**src/rtl/ifetch_stage.sv**
```systemverilog
`default_nettype none
// ============================================================================
// Module   : ifetch_stage
// Purpose  : Instruction-fetch stage between the PC register and decode.
//            Issues the PC to the instruction ROM over a req/gnt bus, pairs
//            in-order rvalid responses with their PCs and buffers them in a
//            small FIFO that feeds decode over valid/ready. A flush (jump)
//            empties the FIFO and discards every fetch still in flight.
// Revision : 1.0 - initial release
// ============================================================================
module ifetch_stage #(
    parameter int unsigned FIFO_DEPTH = 2,
    parameter logic [31:0] NOP_INST   = 32'h00000013
) (
    input  logic        clk,
    input  logic        rst_n,
    // PC register side
    input  logic [31:0] pc_addr_i,
    input  logic        pc_valid_i,
    output logic        pc_ready_o,
    // Control
    input  logic        flush_i,
    // Instruction ROM bus
    output logic        rom_req_o,
    output logic [31:0] rom_addr_o,
    input  logic        rom_gnt_i,
    input  logic        rom_rvalid_i,
    input  logic [31:0] rom_rdata_i,
    // Decode side
    output logic        inst_valid_o,
    input  logic        inst_ready_i,
    output logic [31:0] inst_o,
    output logic [31:0] inst_addr_o
);

    // ------------------------------------------------------------------
    // Widths and constants
    // ------------------------------------------------------------------
    // Counters must be able to hold the value FIFO_DEPTH itself.
    localparam int unsigned        c_CNT_W    = $clog2(FIFO_DEPTH + 1);
    localparam int unsigned        c_PTR_W    = (FIFO_DEPTH > 1) ? $clog2(FIFO_DEPTH) : 1;
    localparam logic [c_PTR_W-1:0] c_PTR_LAST = c_PTR_W'(FIFO_DEPTH - 1);
    localparam logic [c_CNT_W:0]   c_DEPTH    = (c_CNT_W + 1)'(FIFO_DEPTH);
    localparam logic [c_CNT_W-1:0] c_FULL     = c_CNT_W'(FIFO_DEPTH);

    // Circular pointer increment that also works for non power-of-two depths.
    function automatic logic [c_PTR_W-1:0] ptr_inc(input logic [c_PTR_W-1:0] ptr);
        return (ptr == c_PTR_LAST) ? '0 : ptr + 1'b1;
    endfunction

    // ------------------------------------------------------------------
    // State
    // ------------------------------------------------------------------
    // Low during reset and for one clock after release, so that requests
    // only start once reset has been removed synchronously.
    logic                 r_run;

    // Address queue: PCs of requests granted but not yet answered.
    logic [31:0]          r_aq_mem [FIFO_DEPTH];
    logic [c_PTR_W-1:0]   r_aq_wptr;
    logic [c_PTR_W-1:0]   r_aq_rptr;
    logic [c_CNT_W-1:0]   r_outstanding;
    // Number of in-flight responses that belong to killed fetches.
    logic [c_CNT_W-1:0]   r_discard;

    // Output FIFO of {instruction, pc}.
    logic [31:0]          r_fifo_inst [FIFO_DEPTH];
    logic [31:0]          r_fifo_pc   [FIFO_DEPTH];
    logic [c_PTR_W-1:0]   r_fifo_wptr;
    logic [c_PTR_W-1:0]   r_fifo_rptr;
    logic [c_CNT_W-1:0]   r_fifo_count;
    // PC shown to decode while the FIFO is empty.
    logic [31:0]          r_last_addr;

    // ------------------------------------------------------------------
    // Combinational control
    // ------------------------------------------------------------------
    logic [c_CNT_W:0]     w_used;
    logic                 w_credit;
    logic                 w_handshake;
    logic                 w_rsp;
    logic                 w_push;
    logic                 w_pop;
    logic                 w_fifo_nonempty;
    logic [31:0]          w_head_pc;
    logic [31:0]          w_rsp_pc;

    // A request is only made when the FIFO is guaranteed to have room for
    // its response, so rvalid never needs back-pressure.
    assign w_used          = {1'b0, r_outstanding} + {1'b0, r_fifo_count};
    assign w_credit        = (w_used < c_DEPTH);

    assign rom_req_o       = r_run & pc_valid_i & ~flush_i & w_credit;
    assign rom_addr_o      = {pc_addr_i[31:2], 2'b00};
    assign w_handshake     = rom_req_o & rom_gnt_i;
    assign pc_ready_o      = w_handshake;

    // A response with nothing outstanding is a protocol error and ignored.
    assign w_rsp           = rom_rvalid_i & (r_outstanding != '0);
    assign w_rsp_pc        = r_aq_mem[r_aq_rptr];
    // Responses of killed fetches, and any response in a flush cycle, are dropped.
    assign w_push          = w_rsp & (r_discard == '0) & ~flush_i;

    assign w_fifo_nonempty = (r_fifo_count != '0);
    assign w_head_pc       = r_fifo_pc[r_fifo_rptr];
    // A pop that coincides with a flush has no effect.
    assign w_pop           = w_fifo_nonempty & inst_ready_i & ~flush_i;

    assign inst_valid_o    = w_fifo_nonempty;
    assign inst_o          = w_fifo_nonempty ? r_fifo_inst[r_fifo_rptr] : NOP_INST;
    assign inst_addr_o     = w_fifo_nonempty ? w_head_pc : r_last_addr;

    // ------------------------------------------------------------------
    // Sequential logic
    // ------------------------------------------------------------------
    // Run enable: cleared asynchronously, set on the first clock after release.
    always_ff @(posedge clk or negedge rst_n) begin
        if (!rst_n) begin
            r_run <= 1'b0;
        end else begin
            r_run <= 1'b1;
        end
    end

    // Address queue pointers and outstanding-request counter.
    always_ff @(posedge clk or negedge rst_n) begin
        if (!rst_n) begin
            r_aq_wptr     <= '0;
            r_aq_rptr     <= '0;
            r_outstanding <= '0;
        end else begin
            if (w_handshake) begin
                r_aq_wptr <= ptr_inc(r_aq_wptr);
            end
            // Entries are kept across a flush so later responses still pair up.
            if (w_rsp) begin
                r_aq_rptr <= ptr_inc(r_aq_rptr);
            end
            case ({w_handshake, w_rsp})
                2'b10:   r_outstanding <= r_outstanding + 1'b1;
                2'b01:   r_outstanding <= r_outstanding - 1'b1;
                default: r_outstanding <= r_outstanding;
            endcase
        end
    end

    // Address queue storage; no reset needed, entries are qualified by pointers.
    always_ff @(posedge clk) begin
        if (w_handshake) begin
            r_aq_mem[r_aq_wptr] <= pc_addr_i;
        end
    end

    // Discard counter: on flush every still-pending response becomes stale.
    always_ff @(posedge clk or negedge rst_n) begin
        if (!rst_n) begin
            r_discard <= '0;
        end else if (flush_i) begin
            // A response arriving in the flush cycle is dropped right now.
            r_discard <= r_outstanding - c_CNT_W'(w_rsp);
        end else if (w_rsp && (r_discard != '0)) begin
            r_discard <= r_discard - 1'b1;
        end
    end

    // Output FIFO pointers and occupancy; flush empties it.
    always_ff @(posedge clk or negedge rst_n) begin
        if (!rst_n) begin
            r_fifo_wptr  <= '0;
            r_fifo_rptr  <= '0;
            r_fifo_count <= '0;
        end else if (flush_i) begin
            r_fifo_wptr  <= '0;
            r_fifo_rptr  <= '0;
            r_fifo_count <= '0;
        end else begin
            if (w_push) begin
                r_fifo_wptr <= ptr_inc(r_fifo_wptr);
            end
            if (w_pop) begin
                r_fifo_rptr <= ptr_inc(r_fifo_rptr);
            end
            r_fifo_count <= r_fifo_count + c_CNT_W'(w_push) - c_CNT_W'(w_pop);
        end
    end

    // Output FIFO storage; written only with a live response.
    always_ff @(posedge clk) begin
        if (w_push) begin
            r_fifo_inst[r_fifo_wptr] <= rom_rdata_i;
            r_fifo_pc[r_fifo_wptr]   <= w_rsp_pc;
        end
    end

    // Remember the most recently presented PC for display while empty.
    always_ff @(posedge clk or negedge rst_n) begin
        if (!rst_n) begin
            r_last_addr <= '0;
        end else if (w_fifo_nonempty) begin
            r_last_addr <= w_head_pc;
        end
    end

    // ------------------------------------------------------------------
    // Protocol checks (simulation only; ignored by synthesis)
    // ------------------------------------------------------------------
    // The ROM must not answer unless a request is in flight.
    a_rvalid_has_outstanding : assert property (
        @(posedge clk) disable iff (!rst_n)
        rom_rvalid_i |-> (r_outstanding != '0));

    // The credit rule must make a push into a full FIFO without a pop impossible.
    a_no_overflow : assert property (
        @(posedge clk) disable iff (!rst_n)
        (w_push && !w_pop) |-> (r_fifo_count != c_FULL));

endmodule
`default_nettype wire

```
**config.mk**
```make
export PLATFORM = sky130hd
export DESIGN_NAME = ifetch_stage
export DESIGN_NICKNAME = d
export VERILOG_FILES = /design/src/rtl/ifetch_stage.sv
export SDC_FILE = /design/constraint.sdc
export NUM_CORES = 1
export LEC_CHECK = 0
export ABC_AREA = 1
export BUFFER_PORTS_ARGS = -buffer_cell sky130_fd_sc_hd__buf_2
export CAP_MARGIN = 5
export CORE_ASPECT_RATIO = 0.6
export CORE_MARGIN = 1
export CORE_UTILIZATION = 55
export CTS_BUF_LIST = sky130_fd_sc_hd__clkbuf_16
export CTS_CLUSTER_SIZE = 40
export DETAILED_ROUTE_END_ITERATION = 6
export GPL_TIMING_DRIVEN = 0
export HOLD_SLACK_MARGIN = 0.02
export PLACE_DENSITY = 0.79
export SETUP_SLACK_MARGIN = 0.05
export SLEW_MARGIN = 20
export SYNTH_ARGS = -nofsm -noshare
export SYNTH_HDL_FRONTEND = slang
export SYNTH_SLANG_ARGS = --single-unit
```
**constraint.sdc**
```tcl
create_clock -name clk -period 5.3 [get_ports clk]
set_input_delay 0.265 -clock clk [delete_from_list [all_inputs] [get_ports clk]]
set_output_delay 0.265 -clock clk [all_outputs]
set_load 0.03 [all_outputs]
```
==> report_table.html <==
<table>
<tr><th>Metric</th><th>Value</th></tr>
<tr><th colspan="2">Cells and area</th></tr>
<tr><td>Proportion of layout cells with a drive suffix above 1</td><td>0.2891</td></tr>
<tr><td>Number of nets in the finished design</td><td>1041</td></tr>
<tr><td>Diode insertion count for antenna repair</td><td>0</td></tr>
<tr><td>Relative area change from synthesis to final layout</td><td>27.27%</td></tr>
<tr><td>Final instance count without filler cells</td><td>roughly 1200</td></tr>
<tr><td>Fin util</td><td>0.7351</td></tr>
<tr><th colspan="2">Yosys</th></tr>
<tr><td>Number of flops mapped to enable cells by yosys</td><td>around 190</td></tr>
<tr><td>Sequential element share of the synthesized area</td><td>0.7534</td></tr>
<tr><td>Syn Inst Count</td><td>704</td></tr>
<tr><td>Average size of a mapped cell</td><td>around 13 µm²</td></tr>
<tr><td>Prevailing post-synth register cell</td><td>sky130_fd_sc_hd__edfxtp_1</td></tr>
<tr><td>Post-synthesis instance area</td><td>~9000 µm²</td></tr>
<tr><td>Share of the synthesized area in the top cell type</td><td>0.6349</td></tr>
<tr><td>Largest cells by area after synthesis</td><td>sky130_fd_sc_hd__edfxtp_1, sky130_fd_sc_hd__dfrtp_1, sky130_fd_sc_hd__nand2_1</td></tr>
<tr><td>Count of warnings emitted by yosys</td><td>0</td></tr>
<tr><td>Top-count cell post-synth</td><td>sky130_fd_sc_hd__nand2_1</td></tr>
<tr><td>Total of flip-flops plus latches after synthesis</td><td>235</td></tr>
<tr><td>Async set-reset flop share out of synthesis</td><td>0.1830</td></tr>
<tr><td>Number of distinct library cell variants in the gate-level netlist after synthesis</td><td>27</td></tr>
<tr><td>Ranking of synthesized cells by instance count</td><td>sky130_fd_sc_hd__nand2_1, sky130_fd_sc_hd__edfxtp_1, sky130_fd_sc_hd__dfrtp_1, sky130_fd_sc_hd__nor2_1, sky130_fd_sc_hd__buf_4</td></tr>
<tr><td>Cell type contributing the most total cell area after synthesis</td><td>sky130_fd_sc_hd__edfxtp_1</td></tr>
<tr><th colspan="2">CTS</th></tr>
<tr><td>Buffer levels on the longest clock path</td><td>3</td></tr>
<tr><td>Clock insertion delay at the later pin of the skew report</td><td>approximately 0.5 ns</td></tr>
<tr><td>Post-CTS setup repair buffer count</td><td>0</td></tr>
<tr><td>Number of clock sinks</td><td>between 200 and 250</td></tr>
<tr><td>Number of clock buffers inserted by TritonCTS</td><td>21</td></tr>
<tr><td>Clock input transition at the sequential cells of the worst setup and hold paths</td><td>~0.060 ns</td></tr>
<tr><td>Post-CTS Hold Fix Bufs</td><td>66</td></tr>
<tr><td>Post-CTS sizing</td><td>0</td></tr>
<tr><td>CTS tree</td><td>yes</td></tr>
<tr><td>Cell at the root of the clock tree</td><td>sky130_fd_sc_hd__clkbuf_16</td></tr>
<tr><td>Number of levels in the clock H-tree</td><td>1</td></tr>
<tr><th colspan="2">Routing</th></tr>
<tr><td>Number of antenna-violating nets in the routed design</td><td>0</td></tr>
<tr><td>Initial DRT Pass Iterations</td><td>5</td></tr>
<tr><td>Wire length per cell</td><td>16.34 µm</td></tr>
<tr><td>Number of remaining DRC errors</td><td>0</td></tr>
<tr><td>Vias per std cell</td><td>between 5 and 6</td></tr>
<tr><td>Overall routed net length</td><td>19.32 mm</td></tr>
<tr><td>Vias after detailed routing</td><td>between 5000 and 6000</td></tr>
<tr><td>Detailed Route Iter0 Violations</td><td>381</td></tr>
<tr><th colspan="2">Critical path</th></tr>
<tr><td>Crit end category</td><td>primary output</td></tr>
<tr><td>Max Fanout on Critical Path</td><td>4</td></tr>
<tr><td>CP arrival</td><td>~2.2 ns</td></tr>
<tr><td>Cell Chain, Critical Path</td><td>nand2_1, inv_1, fa_1, nor2_1, nand3_1, inv_1, buf_2</td></tr>
<tr><td>Slowest stage cell, crit path</td><td>sky130_fd_sc_hd__fa_1</td></tr>
<tr><td>Required @ worst endpoint</td><td>5.04 ns</td></tr>
<tr><td>Stage delay of the slowest cell on the critical path</td><td>0.45 ns</td></tr>
<tr><td>Nature of the critical path startpoint</td><td>flop</td></tr>
<tr><td>Most numerous cell on the critical path</td><td>sky130_fd_sc_hd__inv_1</td></tr>
<tr><td>Critical path start-end classification</td><td>flop to primary output</td></tr>
<tr><th colspan="2">Outcome</th></tr>
<tr><td>Run status</td><td>completed</td></tr>
<tr><th colspan="2">STA</th></tr>
<tr><td>Max-slew violation count</td><td>0</td></tr>
<tr><td>Fraction of the cycle the final worst path needs</td><td>0.4590</td></tr>
<tr><td>Maximum clock skew at final layout</td><td>0.01586 ns</td></tr>
<tr><td>Final setup violating endpoints</td><td>0</td></tr>
<tr><td>Worst slew slack as a fraction of its limit</td><td>0.4880</td></tr>
<tr><td>Final period demand of the worst path</td><td>2.433 ns</td></tr>
<tr><td>RSZ-0062 raised after global routing</td><td>false</td></tr>
<tr><td>Worst Max-Slew Pin Slew</td><td>0.7680 ns</td></tr>
<tr><td>Worst hold margin</td><td>about 0.085 ns</td></tr>
<tr><td>Hold Vio Cnt, Final</td><td>0</td></tr>
<tr><td>Timing-limited maximum frequency</td><td>411.1 MHz</td></tr>
<tr><th colspan="2">Place</th></tr>
<tr><td>Port bufs</td><td>166</td></tr>
<tr><td>Placer congestion estimate</td><td>roughly 0.76</td></tr>
<tr><td>Number of placed instances, taps included</td><td>roughly 1100</td></tr>
<tr><td>HPWL reported at the end of detailed placement</td><td>12.19 mm</td></tr>
<tr><th colspan="2">Power and ir drop</th></tr>
<tr><td>Max IR drop VDD</td><td>around 260 µV</td></tr>
<tr><td>Pwr per Cell Area</td><td>between 400 and 500 nW/µm²</td></tr>
<tr><td>Leakage</td><td>~4.8 nW</td></tr>
<tr><th colspan="2">Floorplan</th></tr>
<tr><td>Starting utilization of the core area</td><td>0.5776</td></tr>
<tr><td>Placement Rows</td><td>35</td></tr>
<tr><td>Die Outline Area</td><td>between 15000 and 20000 µm²</td></tr>
<tr><td>Horiz. Die Dim</td><td>167.9 µm</td></tr>
<tr><td>Overall die height</td><td>a little over 100 µm</td></tr>
<tr><td>Core Region</td><td>about 16000 µm²</td></tr>
<tr><td>Io pins</td><td>between 150 and 200</td></tr>
<tr><th colspan="2">Hold path</th></tr>
<tr><td>Worst hold path class</td><td>input port to flop</td></tr>
<tr><th colspan="2">Global routing</th></tr>
<tr><td>Global routing usage summed across all routing layers</td><td>0.2259</td></tr>
<tr><td>Wire length of the first global-routing pass</td><td>between 20 and 30 mm</td></tr>
<tr><td>Number of global-route vias before repair</td><td>around 5700</td></tr>
<tr><td>Pin count of the biggest net entering global routing</td><td>49</td></tr>
<tr><td>Total gr overflow</td><td>0</td></tr>
<tr><td>Number of antenna violations at the first check in global routing</td><td>0</td></tr>
<tr><th colspan="2">Flow run</th></tr>
<tr><td>Maxcap violations</td><td>0</td></tr>
</table>
-- registers in the layout, indices dropped and copies added, names as in the netlist --
signal / cells
r_aq_mem: 64
r_aq_rptr: 1
r_aq_wptr: 1
r_discard: 2
r_fifo_count: 2
r_fifo_inst: 64
r_fifo_pc: 64
r_fifo_rptr: 1
r_fifo_wptr: 1
r_last_addr: 32
r_outstanding: 2
r_run: 1
-- worst paths after layout --
path	start	endpoint	slack, ns	cells after the start
worst max-delay path	r_fifo_count[0]	pc_ready_o	2.87	7
worst min-delay path	inst_ready_i	r_fifo_rptr	0.08	3
worst max register to register	r_fifo_count[0]	r_aq_mem[0][24]	3.00	6
worst min register to register	r_aq_wptr	r_aq_wptr	0.48	2
max in group asynchronous	rst_n	r_discard[0]	4.58	2
min in group asynchronous	rst_n	r_last_addr[12]	0.33	2
-- worst max-delay path: cells and delay by family, from the launching register on --
family        cells  cell delay (ns)
fa+ha+maj         1             0.45
simple gates      3             0.47
flops             1             0.42
buf+inv           3             0.34
-- stage by stage --
| step | TNS (ns) | total power [mW] | setup WS, ns | instance area (µm²) |
|---|---|---|---|---|
| floorplan | 0 | 3.722 | 1.404 | 9085 |
| global placement | -15.40 | 4.278 | -0.2468 | 10170 |
| detailed placement | 0 | 4.337 | 2.972 | 10280 |
| CTS | 0 | 5.734 | 2.858 | 11550 |
| global route | 0 | 5.982 | 2.679 | 11560 |
| finish | 0 | 5.702 | 2.867 | 11560 |
-- layout make-up --
cell class,instances,area [µm²]
multi-input combinational,383,1728
clock buffer,21,525.5
buffer,64,444.2
fill,1053,4164
clock inverter,17,86.33
sequential,235,6842
inverter,23,88.84
tap,203,254.0
timing repair buffer,236,1589
-- cell usage in the layout, fill, tap and decap left out, types with 23 or more instances in the layout --
master,instances
sky130_fd_sc_hd__nand2_1,246
sky130_fd_sc_hd__dlygate4sd3_1,66
sky130_fd_sc_hd__buf_2,181
sky130_fd_sc_hd__inv_1,23
sky130_fd_sc_hd__nor2_1,40
sky130_fd_sc_hd__dfrtp_1,43
sky130_fd_sc_hd__buf_4,42
sky130_fd_sc_hd__a31oi_1,32
sky130_fd_sc_hd__edfxtp_1,192
-- logic make-up (layout without fill, tap and decap cells) --
group,after synthesis,count (layout),synth area share
and+or+nand+nor,306,306,0.1310
DFF,235,235,0.7534
adders and majority gates,6,6,0.009094
buffers and inverters,87,361,0.05842
AOI/OAI and AO/OA,65,65,0.04436
other,2,3,0.0008270
xor gates and xnor gates,3,3,0.002894
-- where the power goes --
group / switching [mW] / internal (mW)
clock network: 0.641 / 0.726
logic: 1.39 / 0.552
registers: 0.0775 / 2.31
total: 2.11 / 3.59
-- layer usage --
metal / vias to the layer above / track usage / routed length (µm)
met2: 204 / 0.3670 / 9008
met5: - / 0 / 0
met1: 2793 / 0.3113 / 8556
met4: 0 / 0.06351 / 335
met3: 34 / 0.05315 / 1418
li1: 2887 / - / -
Power figures use the tool's default switching activity.
